==> config.mk <==
export PLATFORM = sky130hd
export DESIGN_NAME = puf_eval_controller
export DESIGN_NICKNAME = d
export VERILOG_FILES = /design/src/rtl/puf_eval_controller.sv
export SDC_FILE = /design/constraint.sdc
export NUM_CORES = 1
export LEC_CHECK = 0
export CAP_MARGIN = 30
export CORE_MARGIN = 2
export CORE_UTILIZATION = 53
export CTS_BUF_LIST = sky130_fd_sc_hd__clkbuf_4
export DETAILED_ROUTE_END_ITERATION = 16
export PLACE_DENSITY = 0.82
export SLEW_MARGIN = 10
export SYNTH_ARGS = -nofsm -noshare
export SYNTH_HDL_FRONTEND = slang
export SYNTH_SLANG_ARGS = --single-unit
==> constraint.sdc <==
create_clock -name clk -period 2.1 [get_ports clk]
set_input_delay 0.63 -clock clk [delete_from_list [all_inputs] [get_ports clk]]
set_output_delay 0.63 -clock clk [all_outputs]
set_load 0.05 [all_outputs]
==> src/rtl/puf_eval_controller.sv <==
// puf_eval_controller: drives an arbiter PUF through majority-voted evaluations, one LFSR challenge per response bit.
module puf_eval_controller #(
  parameter int SIZE = 8,
  parameter int RESP_BITS = 16,
  parameter int VOTES = 5,
  parameter int SETTLE = 4,
  parameter logic [SIZE-1:0] TAPS = 8'hB8
) (
  input  logic                           clk,
  input  logic                           reset,
  input  logic                           Start,
  input  logic                           Abort,
  input  logic [SIZE-1:0]                Seed,
  output logic                           PufEnable,
  output logic [SIZE-1:0]                PufChallenge,
  input  logic                           PufResponse,
  output logic                           Busy,
  output logic                           Done,
  output logic [RESP_BITS-1:0]           ResponseWord,
  output logic [$clog2(RESP_BITS+1)-1:0] UnstableCount
);
  localparam int VW = $clog2(VOTES + 1);
  localparam int BW = $clog2(RESP_BITS + 1);
  localparam int UW = $clog2(RESP_BITS + 1);
  localparam logic [7:0] SET_LAST = 8'(SETTLE - 1);
  localparam logic [VW-1:0] VOTES_W = VW'(VOTES);
  localparam logic [VW-1:0] VOTE_LAST = VW'(VOTES - 1);
  localparam logic [VW-1:0] HALF = VW'(VOTES / 2);
  localparam logic [BW-1:0] BIT_LAST = BW'(RESP_BITS - 1);
  typedef enum logic [2:0] {IDLE, LOW, HIGH, RESOLVE, DONE} state_t;
  state_t state, next;
  logic [7:0] phase;
  logic [VW-1:0] votes, ones;
  logic [BW-1:0] bits;
  logic [SIZE-1:0] lfsr;
  logic phase_last, start_acc, active;
  assign phase_last = phase == SET_LAST;
  assign active = state == LOW || state == HIGH || state == RESOLVE;
  assign start_acc = state == IDLE && Start && !Abort;
  assign PufChallenge = lfsr;
  always_ff @(posedge clk)
    state <= reset ? IDLE : next;
  always_comb begin
    next = state;
    PufEnable = state == HIGH;
    Busy = active;
    Done = state == DONE;
    case (state)
      IDLE:    next = start_acc ? LOW : IDLE;
      LOW:     next = Abort ? IDLE : phase_last ? HIGH : LOW;
      HIGH:    next = Abort ? IDLE : !phase_last ? HIGH : votes == VOTE_LAST ? RESOLVE : LOW;
      RESOLVE: next = Abort ? IDLE : bits == BIT_LAST ? DONE : LOW;
      default: next = IDLE;
    endcase
  end
  // An aborted cycle leaves the datapath untouched so partial results survive.
  always_ff @(posedge clk) begin
    if (reset) begin
      phase <= '0;
      votes <= '0;
      ones <= '0;
      bits <= '0;
      lfsr <= SIZE'(1);
      ResponseWord <= '0;
      UnstableCount <= '0;
    end else begin
      phase <= ((state == LOW || state == HIGH) && !phase_last && !Abort) ? phase + 8'd1 : 8'd0;
      if (start_acc) begin
        lfsr <= Seed == '0 ? SIZE'(1) : Seed;
        votes <= '0;
        ones <= '0;
        bits <= '0;
        ResponseWord <= '0;
        UnstableCount <= '0;
      end
      if (state == HIGH && phase_last && !Abort) begin
        votes <= votes + VW'(1);
        ones <= ones + VW'(PufResponse);
      end
      if (state == RESOLVE && !Abort) begin
        ResponseWord <= (ResponseWord << 1) | RESP_BITS'(ones > HALF);
        UnstableCount <= UnstableCount + UW'(ones != '0 && ones != VOTES_W);
        votes <= '0;
        ones <= '0;
        bits <= bits + BW'(1);
        lfsr <= lfsr[0] ? (lfsr >> 1) ^ TAPS : lfsr >> 1;
      end
    end
  end
endmodule

## Yosys cells after proc, flatten, opt, wreduce, memory -nomap -nowiden

Cells that the tools add are included.

- Bitwise operators: 3
- Add/sub/neg operators: 5
- Div/mod/pow operators: 0
- Multiply operators: 0
- Reductions and logical operators: 19
- Eq/ne operators: 8
- Mux-type cells: 21
- Shifts and indexed selects: 0
- $lt $le $gt $ge: 1

Operators by type and width:

| kind | number |
|---|---|
| $mux 16 | 2 |
| $mux 8 | 4 |
| $or 16x1->16 | 1 |
| $mux 3 | 5 |
| $mux 5 | 3 |
| $pmux 3 s4 | 1 |
| $mux 2 | 5 |
| $add 8x1->8 const B | 1 |
| $eq 8x2->1 const B | 1 |
| $logic_and 1x1->1 | 8 |
| $logic_not 8->1 | 1 |
| $eq 3x2->1 const B | 2 |
| $eq 3x3->1 const B | 2 |
| $add 5x1->5 | 1 |
| $add 5x1->5 const B | 1 |
| $eq 5x4->1 const B | 1 |
| $not 3->4 | 1 |
| $reduce_bool 2->1 | 2 |
| $reduce_or 2->1 | 2 |
| $add 3x1->3 | 1 |
| $add 3x1->3 const B | 1 |
| $eq 3x1->1 const B | 1 |
| $gt 3x2->1 const B | 1 |
| $logic_not 3->1 | 1 |
| 6 further kinds | 8 |

- Output and inout bits: 32
- Logic and storage cells: 65
- Memory bits (writable): 0
- ROM bits: 0
- Input bits: 13
- Register bits after elaboration: 51
- Bits in latches: 0
- Memories kept: 0

## Depth between registers and ports, before layout

- Depth in word-level cells: 6
- Depth in mapped cells: 7
- Mapped depth without buffers: 7

## Worst setup path after synthesis

No wires, ideal clock.

- Path type: register to output
- Start point: reg state[1]
- End point: out PufEnable
- Setup slack: 128 ps
- Data required time: 1,470 ps
- Path buffers: 0
- Data arrival time: 1,342 ps
- Stages on the path, launching flop included: 3
- Cells stage by stage: dfxtp_1 nor2b_1 nor2b_1

- Cells in the longest elaborated chain, start to end: 1

RTL lines:

| element | line | source |
|---|---|---|
| start: declaration | 31 | `state_t state, next;` |
| start signal: assignment | 42 | `state <= reset ? IDLE : next;` |
| $eq 3x2->1 | 45 | `PufEnable = state == HIGH;` |
| end: declaration | 14 | `output logic PufEnable,` |

No other way between the ends.

## Worst setup path in the final report

Ends and elaborated chain as after synthesis.

==> reports/summary.txt <==
Top FF cell, synth: dfxtp_1
Power, Total: 0.00172 W
Area contributors post-synth: dfxtp_1, a21oi_1, nand3_1, ha_1, nor2_1
Reg-to-Reg Start: phase[4]$_SDFF_PP0_
Status: complete, no violations
Slew at the pin closest to its max-slew limit: 0.601 ns
Grt ovf: 0
Die W: 69.6 microns
Root buf cell: clkbuf_4
Seq cells post-synth: 51
R2R setup slack: 0.39 ns
Detailed Route WL: 4.94 mm
Total GRT Usage: 21.0%
Starting density of the core: 55.8%
Reg2reg end: votes[2]$_SDFFE_PP0P_
Top-area cell type share of the netlist area: 44.7%
Post-Route Utilization: 71.2%
IO Port Bufs: 44
Max VDD drop: 0.474 mV
RSZ-0062 raised after global routing: no
CP Max Fanout: 7
Finished Layout Cells: 373
Ys Warns: 0
Crit Path Category: flop to output port
Synth Cell Area: 2280 sq um
H-tree level count: 2
TritonCTS Buffers: 5
Period minus WS final: 2.00 ns
P_sw: 0.000421 W
Global placement routability congestion: 0.779
DR DRC count: 0
Hold WC Path Type: flop to flop
Final HPWL DP: 3.41 mm
Vias after detailed routing: 2068
TritonCTS Sinks: 51
Largest net degree at the start of global routing: 29
CTS tree: done
Worst Reg-to-Reg Cells: 5
Routed Antenna Nets: 0
First-pass GRT wire length: 8.44 mm
Maxcap violations: 0
Leakage power: 1.13 nW
Synth cell types: 41
Clk Latency, worst-skew pair: 0.37 ns
Syn Nets: 293
Min-Delay Endpoint: phase[0]$_SDFF_PP0_
Flop pwr share: 57.4%
Max Fclk: 499 MHz
Int Power: 0.00130 W
Pwr per Cell Area: 592 nW/um^2
Die H: 69.6 microns
Initial antenna violation count: 0
Worst-path clk slew: 0.15 ns
Vias in the first global route: 1867
Slew Limit Headroom: 59.7%
Mean area per synthesized cell: 8.42 sq um
Iter 0 DRT Violations: 160
Drt pass-1 iters: 4
Worst Hold Launch: phase[0]$_SDFF_PP0_
Post-Synthesis Cells: 271
N_diodes: 0
Combinational share of power: 9.0%
Clock skew: 0.00311 ns
Top Ports: 45
WP data required: 1.47 ns
Final instance area: 2910 sq um
Via/cell ratio: 5.54
Placed Cells: 364
Ratio of cells with drive above 1 in the final layout: 22.3%
Cell taking the most area after synthesis: dfxtp_1
Number of flops mapped to enable cells by yosys: 0
Ys async rst share: 0%
WL per Instance: 13.2 microns
Core ar.: 4090 sq um
Post-synth top cells: dfxtp_1, a21oi_1, nand3_1, nor2_1, nand2_1
Full die area: 4850 sq um
Crit share post-route: 95.4%
WP data arrival: 1.37 ns
Final Slew Violations: 0
Most frequent cell after synthesis: dfxtp_1
Placed Area: 2810 sq um
Clk pwr share: 33.6%
Hold Path Cell Cnt: 1
Clock Tree Buf Depth: 2
Nets: 344
Final hold vios: 0
Area growth syn-to-layout: 27.6%
CP Capture Type: output port
Switch share: 24.4%
Seq/Total Area, Yosys: 44.7%
Hold Buf Count CTS: 0
Crit start category: flop
Final setup fails: 0
Row cnt: 23
[flip-flops by register name, indices dropped and copies added (netlist names)]
| signal | flops |
|---|---|
| PufChallenge | 8 |
| phase | 8 |
| ResponseWord | 16 |
| UnstableCount | 5 |
| bits | 5 |
| state | 3 |
| votes | 3 |
| ones | 3 |
[placed cells by master, fill, tap and decap left out, types with 3 or more instances in the layout]
| cell type | instances |
|---|---|
| clkbuf_4 | 5 |
| nand2b_1 | 3 |
| nor3_1 | 3 |
| a22oi_1 | 4 |
| nor2_1 | 27 |
| a31oi_1 | 4 |
| and2_1 | 3 |
| xnor2_1 | 5 |
| or3b_2 | 3 |
| nand3_1 | 32 |
| inv_1 | 6 |
| and3_1 | 3 |
| nand2_1 | 26 |
| buf_12 | 5 |
| clkdlybuf4s50_1 | 12 |
| o21ai_0 | 4 |
| buf_4 | 44 |
| xor2_1 | 5 |
| dfxtp_1 | 50 |
| or2_2 | 5 |
| nand4_1 | 5 |
| ha_1 | 9 |
| a21oi_1 | 35 |
[how the worst max path moves through the flow]
stage | startpoint | to | slack [ns] | cells past startpoint
global placement | Abort | votes[2]$_SDFFE_PP0P_ | -0.28 | 6
detailed placement | Abort | votes[2]$_SDFFE_PP0P_ | -0.34 | 6
CTS | state[1]$_SDFF_PP0_ | PufEnable | 0.04 | 3
global route | state[1]$_SDFF_PP0_ | PufEnable | 0.02 | 3
floorplan | state[1]$_SDFF_PP0_ | PufEnable | 0.13 | 2
finish | state[1]$_SDFF_PP0_ | PufEnable | 0.1 | 3
[layer usage]
metal,vias up,GRT usage [%],share of wire [%],routed length (microns)
met5,-,0,0,0
met1,964,26.8,44,2160
met2,51,35.1,50,2470
li1,1049,-,-,-
met4,0,7.48,1.4,71
met3,4,4.36,4.8,237
[power groups by stage]
stage          Combinational, W  Clock, W  Sequential [W]
2_1_floorplan         0.0000594         0         0.00103
3_3_place_gp           0.000154         0         0.00101
3_5_place_dp           0.000154         0         0.00101
4_1_cts                0.000155  0.000597        0.000989
5_1_grt                0.000166  0.000631        0.000991
6_report               0.000155  0.000579        0.000989
[per-stage QoR]
stage	hold slack (ns)	TNS (ns)	worst slack [ns]
final	0.453	0	0.0960
after global routing	0.478	0	0.0178
after CTS	0.455	0	0.0383
after detailed placement	0.435	-5.61	-0.335
after global placement	0.429	-5.13	-0.279
after floorplan	0.413	0	0.128
[final cells by class]
type                            instances  area, sq um
Clock buffer                            5         37.5
Clock inverter                          3         47.5
Fill cell                             320         1170
Inverter                                6         22.5
Multi-Input combinational cell        197         1170
Sequential cell                        51         1020
Tap cell                               50         62.6
Timing Repair Buffer                   61          551
[worst max-delay path, cell delays in order, from the launching register on]
cell     delay [ns]
dfxtp_2        0.41
nor2b_2        0.23
nor2b_2        0.22
buf_12         0.15
[logic make-up (layout without fill, tap and decap cells)]
group	Yosys count	in the layout	share of synthesized area, %
xor gates and xnor gates	10	10	3.84
adders and majority gates	9	9	4.93
DFF	51	51	44.7
AOI/OAI and AO/OA	53	53	13.2
muxes	2	2	0.877
and+or+nand+nor	123	123	28.1
buffers and inverters	23	75	4.28
[timing repair]
action / 4_1_cts / 5_1_grt
endpoints found under the setup margin: 1 / 5
buffers inserted: 0 / 1
gates resized for setup: 2 / 1
pin swaps: 0 / 1
Note: power is estimated with default switching activity, not from simulation.
